`config.mk`:
```
export PLATFORM = sky130hd
export DESIGN_NAME = ones_count_frame_decoder
export DESIGN_NICKNAME = d
export VERILOG_FILES = /design/src/rtl/ones_count_frame_decoder.sv
export SDC_FILE = /design/constraint.sdc
export NUM_CORES = 1
export LEC_CHECK = 0
export ABC_AREA = 1
export CORE_ASPECT_RATIO = 2
export CORE_UTILIZATION = 48
export CTS_CLUSTER_DIAMETER = 200
export DETAILED_ROUTE_END_ITERATION = 7
export GPL_ROUTABILITY_DRIVEN = 0
export PLACE_DENSITY = 0.74
export SETUP_SLACK_MARGIN = 0.15
export SLEW_MARGIN = 20
export SYNTH_ARGS = -nofsm -noshare
export SYNTH_HDL_FRONTEND = slang
export SYNTH_SLANG_ARGS = --single-unit
```
`constraint.sdc`:
```
create_clock -name clk -period 1.9 [get_ports clk]
set_input_delay 0.285 -clock clk [delete_from_list [all_inputs] [get_ports clk]]
set_output_delay 0.285 -clock clk [all_outputs]
set_load 0.05 [all_outputs]
```
`src/rtl/ones_count_frame_decoder.sv`:
```
// ones_count_frame_decoder: buffers 2-bit ones counts in a FIFO and replays each one
// as a serial 3-bit thermometer frame (a, b, c) over a valid/ready output.
module ones_count_frame_decoder #(
    parameter int DEPTH    = 4,
    parameter int IDLE_GAP = 0
) (
    input  logic                   clk,
    input  logic                   rst,
    input  logic                   in_valid,
    output logic                   in_ready,
    input  logic [1:0]             cnt,
    output logic                   out_valid,
    input  logic                   out_ready,
    output logic                   out_bit,
    output logic                   out_sof,
    output logic [7:0]             frame_cnt,
    output logic [$clog2(DEPTH):0] fifo_lvl
);
    localparam int AW = $clog2(DEPTH);
    localparam logic [AW:0] FULL = (AW+1)'(DEPTH);
    localparam logic [3:0] GAP_LOAD = 4'(IDLE_GAP > 0 ? IDLE_GAP - 1 : 0);

    typedef enum logic [1:0] {IDLE, SHIFT, GAP} state_t;

    state_t      state;
    logic [1:0]  mem [DEPTH];
    logic [AW:0] wr_ptr, rd_ptr;
    logic [2:0]  shreg;
    logic [1:0]  bit_idx;
    logic [3:0]  gap_cnt;
    logic [1:0]  head;
    logic        empty, push, pop, last_beat;

    assign fifo_lvl  = wr_ptr - rd_ptr;
    assign empty     = fifo_lvl == '0;
    assign in_ready  = fifo_lvl != FULL;
    assign push      = in_valid & in_ready;
    assign head      = mem[rd_ptr[AW-1:0]];
    assign last_beat = state == SHIFT && out_ready && bit_idx == 2'd2;
    // The final GAP cycle doubles as IDLE so the gap is exactly IDLE_GAP cycles long
    assign pop = !empty && (state == IDLE || (last_beat && IDLE_GAP == 0) ||
                            (state == GAP && gap_cnt == 4'd0));

    assign out_valid = state == SHIFT;
    assign out_bit   = out_valid & shreg[bit_idx];
    assign out_sof   = out_valid & (bit_idx == 2'd0);

    always_ff @(posedge clk) begin
        if (push) mem[wr_ptr[AW-1:0]] <= cnt;
    end

    always_ff @(posedge clk or posedge rst) begin
        if (rst) begin
            state     <= IDLE;
            wr_ptr    <= '0;
            rd_ptr    <= '0;
            shreg     <= '0;
            bit_idx   <= '0;
            gap_cnt   <= '0;
            frame_cnt <= '0;
        end else begin
            if (push) wr_ptr <= wr_ptr + 1'b1;
            if (pop) begin
                rd_ptr  <= rd_ptr + 1'b1;
                shreg   <= {head == 2'd3, head[1], head != 2'd0};
                bit_idx <= '0;
            end
            case (state)
                IDLE: if (pop) state <= SHIFT;
                SHIFT: if (out_ready) begin
                    if (bit_idx != 2'd2) bit_idx <= bit_idx + 1'b1;
                    else begin
                        frame_cnt <= frame_cnt + 1'b1;
                        if (IDLE_GAP > 0) begin
                            state   <= GAP;
                            gap_cnt <= GAP_LOAD;
                        end else if (!pop) state <= IDLE;
                    end
                end
                GAP: if (gap_cnt != 4'd0) gap_cnt <= gap_cnt - 1'b1;
                     else state <= pop ? SHIFT : IDLE;
                default: state <= IDLE;
            endcase
        end
    end
endmodule

```
Word level (Yosys, flattened, before mapping)
Memories as Yosys holds them, arrays and structs flattened.
Index checks and enable logic that the tools add are counted.
{"block": "word_totals", "wordCells": 61, "input_bits": 6, "mem_bits_rw": 8, "mem_count": 1, "out_inout_bits": 15, "regBits": 25}
{"name": "mem", "depth": 4, "width": 2, "rd": 1, "rd_clocked_by_memory_dff": 0, "wr": 1, "line_no": "26", "source": "logic [1:0] mem [DEPTH];"}
{"block": "op_classes", "eq_ne": 11, "muxes": 15, "n_lt_le_gt_ge": 1, "addsub": 6, "n_reduce_logical": 16, "bitwise": 4}
{"op": "$mux W2", "n": 9}
{"op": "$ne A2 B2 Y1 const B", "n": 5}
{"op": "$add A8 B1 Y8 const B", "n": 1}
{"op": "$add A3 B1 Y3 const B", "n": 2}
{"op": "$eq A2 B2 Y1 const B", "n": 3}
{"op": "$pmux W2 S3", "n": 1}
{"op": "$reduce_and A5 Y1", "n": 1}
{"op": "$logic_and A1 B1 Y1", "n": 4}
{"op": "$logic_not A2 Y1", "n": 2}
{"op": "$logic_not A4 Y1", "n": 1}
{"op": "$mux W1", "n": 4}
{"op": "$reduce_bool A4 Y1", "n": 1}
{"op": "$sub A4 B1 Y4 const B", "n": 1}
{"op": "$and A1 B1 Y1", "n": 3}
{"op": "$logic_not A3 Y1", "n": 1}
{"op": "$lt A2 B3 Y1 const B", "n": 1}
{"op": "$ne A3 B3 Y1 const B", "n": 1}
{"op": "$reduce_and A3 Y1", "n": 1}
{"op": "$sub A3 B3 Y3", "n": 1}
{"op": "$add A2 B1 Y2 const B", "n": 1}
{"op": "$bmux W1 S2", "n": 1}
{"op": "$eq A2 B1 Y1 const B", "n": 1}
{"op": "$logic_or A1 B1 Y1", "n": 2}
{"op": "$ne A2 B1 Y1 const B", "n": 1}
{"op": "other kinds (4)", "n": 4}

Longest topological paths before layout
{"block": "logic_depth", "depth_word": 10, "depth_mapped": 11}

Worst setup path after synthesis
No wires, ideal clock.
{"block": "synth_timing", "path_kind": "register -> output", "startpoint": "register state[0]", "endpoint": "output port out_sof", "n_path_buf": 0, "stages_incl_launch_ff": 2, "arrival_time_ns": 1.906, "required_time_ns": 1.615, "path_slack_ns": -0.291, "path_cell_list": "dfrtp_1 nor3b_1"}
{"block": "synth_via", "elab_chain_len": 2}
{"item": "start: declaration", "line_no": "25", "source": "state_t state;"}
{"item": "start signal: assignment", "line_no": "81", "source": "else state <= pop ? SHIFT : IDLE;"}
{"item": "$eq A2 B1 Y1", "line_no": "44", "source": "assign out_valid = state == SHIFT;"}
{"item": "$and A1 B1 Y1", "line_no": "46", "source": "assign out_sof = out_valid & (bit_idx == 2'd0);"}
{"item": "end: declaration", "line_no": "15", "source": "output logic out_sof,"}
No other way between the ends.

Worst setup path in the final report
{"block": "layout_timing", "startpoint": "register rd_ptr[0]", "endpoint": "output port in_ready"}
{"block": "layout_via", "elab_chain_len": 2}
{"item": "start: declaration", "line_no": "27", "source": "logic [AW:0] wr_ptr, rd_ptr;"}
{"item": "start signal: assignment", "line_no": "64", "source": "rd_ptr <= rd_ptr + 1'b1;"}
{"item": "$sub A3 B3 Y3", "line_no": "34", "source": "assign fifo_lvl = wr_ptr - rd_ptr;"}
{"item": "$ne A3 B3 Y1", "line_no": "36", "source": "assign in_ready = fifo_lvl != FULL;"}
{"item": "end: declaration", "line_no": "10", "source": "output logic in_ready,"}
No other way between the ends.

==> results.json <==
{
  "outcome": "finished with violations",
  "violations": "setup timing",
  "die_h_um": 81.33,
  "synth_edf_count": 8,
  "critPathLaunchType": "flop",
  "slowest_stage": "fa_2",
  "syn_nets": 187,
  "avgSynthCellArea_sq_um": 8.729,
  "root_buffer": "clkbuf_8",
  "dp.cells": 232,
  "synth_cells": 173,
  "htreeDepth": 1,
  "overflow": 0,
  "crit_path_max_incr_delay_ns": 0.54,
  "fmax_mhz": 484.1,
  "yosysSeqAreaShare_pct": 49.05,
  "routed_wl_mm": 3.318,
  "cts_max_path_buffers": 2,
  "crit_start": "rd_ptr[0]",
  "multi_input_area_sq_um": 837.1,
  "r2r-end": "mem[2][1]",
  "synth_most_common_cell": "nand2_1",
  "layout_min_cycle_time_ns": 2.066,
  "ys_async_sr_fraction_pct": 71.43,
  "synth_area_leaders": "dfrtp_1 (33%), edfxtp_1 (16%), nand2_1 (15%)",
  "layout-drive-gt1-share_pct": 34.40,
  "vias": 1250,
  "hold_viol": 0,
  "seqCellArea_sq_um": 742.0,
  "dp_hpwl_mm": 2.436,
  "utilization_pct": 72.40,
  "path_cells": "ha_4, fa_2, nand2_2, inv_2, nand3_4, buf_12",
  "ys.flop_type": "dfrtp_1",
  "worst_slack_ns": -0.1657,
  "rr_startpoint": "rd_ptr[0]",
  "io-pin-count": 21,
  "tightest_slew_ns": 0.4893,
  "hold_buffers": 0,
  "clkSlewWorstSetupHoldPaths_ns": 0.09,
  "reg2reg_depth": 11,
  "final_nets": 233,
  "grt_pass1_vias": 1318,
  "dieArea_sq_mm": 0.003388,
  "drc": 0,
  "nFillCells": 232,
  "num_antenna_cells": 0,
  "reg2reg_slack_ns": -0.15,
  "maxCapViolCount": 0,
  "area_growth_syn_to_layout_pct": 42.75,
  "cpLargestDelayFamily": "adder cells",
  "path_buf_inv": 2,
  "start_util_pct": 50.71,
  "rows": 28,
  "setup-violations-final": 16,
  "ys_types": 22,
  "antenna_found_initial": 0,
  "crit_path_end_kind": "output port",
  "syn_area_sq_mm": 0.001510,
  "stdcell_count": 248,
  "critPathArrivalTime_ns": 1.78,
  "grt_pass1_wl_mm": 5.685,
  "clock-sinks": 28,
  "finalMaxSlewViolations": 0,
  "dr.pass1.iters": 4,
  "min_path_type": "input port to async pin",
  "grt_max_degree": 16,
  "viasPerCell": 5.040,
  "ys_warn_count": 0,
  "timing.final.crit_share_pct": 108.7,
  "core_area_sq_mm": 0.002978,
  "portBuffers": 20,
  "cp.required_ns": 1.62,
  "insertion_delay_ns": 0.28,
  "ys_ff_latch": 28,
  "synth_top_area_share_pct": 33.14,
  "tritoncts": "done",
  "maxSlewHeadroom_pct": 67.51,
  "antenna_left": 0,
  "cp_max_fo": 2,
  "skew_ns": 0.005943,
  "die_x_um": 41.66,
  "critPathKind": "flop to output port",
  "yosys-top-cells-count": "nand2_1 (62), inv_1 (22), dfrtp_1 (20), nand3_1 (17)",
  "drtIter0Drc": 18,
  "crit_end": "in_ready",
  "numCtsBuffers": 3,
  "yosys.area.top_type": "dfrtp_1",
  "rsz0062_at_grt": "yes",
  "wl_per_cell_um": 13.38,
  "track_usage_pct": 22.70,
  "cp_num_cells": 6
}
[worst min-delay path by stage]
stage	start	end	slack [ns]	cells past startpoint
CTS	rst	frame_cnt[4]	0.30	3
detailed placement	shreg[0]	shreg[0]	0.47	2
finish	rst	frame_cnt[4]	0.29	3
floorplan	rst	bit_idx[0]	0.25	1
global placement	shreg[0]	shreg[0]	0.46	2
global route	rst	frame_cnt[4]	0.30	3
[logic make-up after synthesis]
| family | Yosys count | synth area share (%) |
|---|---|---|
| adders and majority gates | 8 | 7.125 |
| AOI/OAI and AO/OA | 1 | 0.3311 |
| and+or+nand+nor | 105 | 33.47 |
| xor gates and xnor gates | 7 | 4.060 |
| DFF | 28 | 49.05 |
| buffers and inverters | 24 | 5.965 |
[flip-flops by register name, summed over array words and instances, names as in the netlist]
| name | flops |
|---|---|
| bit_idx | 2 |
| state | 1 |
| mem | 8 |
| wr_ptr | 3 |
| rd_ptr | 3 |
| shreg | 3 |
| frame_cnt | 8 |
[cell usage in the layout, fill, tap and decap left out]
cell type        instances
nand2_1                 48
buf_4                   20
dfrtp_1                 19
inv_1                   18
nand2_2                 15
nand3_1                 14
edfxtp_1                 8
dlygate4sd2_1            8
inv_2                    6
nor2_4                   6
ha_1                     6
xor2_1                   5
clkdlybuf4s50_1          5
buf_12                   5
nand2_4                  4
nor2_1                   4
nand3_4                  3
nand3b_1                 3
clkbuf_8                 3
buf_6                    3
nand2_8                  2
nand3_2                  2
xnor2_1                  2
nor2_2                   1
nor3_4                   1
nor3b_2                  1
o21ai_0                  1
nand4_1                  1
fa_2                     1
ha_4                     1
clkinv_1                 1
dfrtp_2                  1
[metal layers]
metal	global-route usage [%]	vias up	wire, um
li1	-	630	-
met1	19.88	595	1124
met2	46.56	19	2071
met3	3.778	6	63
met4	11.61	0	59
met5	0	-	0
[area by class of cell]
| cell class | instances | area share [%] |
|---|---|---|
| multi-input combinational | 121 | 38.83 |
| tap | 30 | 1.741 |
| inverter | 24 | 4.179 |
| clock inverter | 1 | 0.1741 |
| timing repair buffer | 41 | 18.75 |
| clock buffer | 3 | 1.915 |
| sequential | 28 | 34.42 |
[metrics by stage]
stage	cell area [sq um]	setup TNS (ns)	worst slack (ns)	hold WS [ns]
final	2156	-1.869	-0.1657	0.2868
after global routing	2156	-3.230	-0.2316	0.2974
after CTS	2097	-1.470	-0.1616	0.2958
after detailed placement	1897	-0.2920	-0.05397	0.4654
after global placement	1897	0	0.03973	0.4607
after floorplan	1546	-0.4622	-0.06690	0.2488
[worst min-delay path, delay by kind of cell]
family	cells	cell delay, ns
buffers and inverters	3	0.63
[timing repair]
item,CTS,global route
pin swaps,6,4
gates resized for setup,34,10
setup endpoints to repair,27,24
setup buffers,9,3
Power is not shown: default switching activity piles up to over one toggle a cycle in this logic, so the estimate is an artifact.
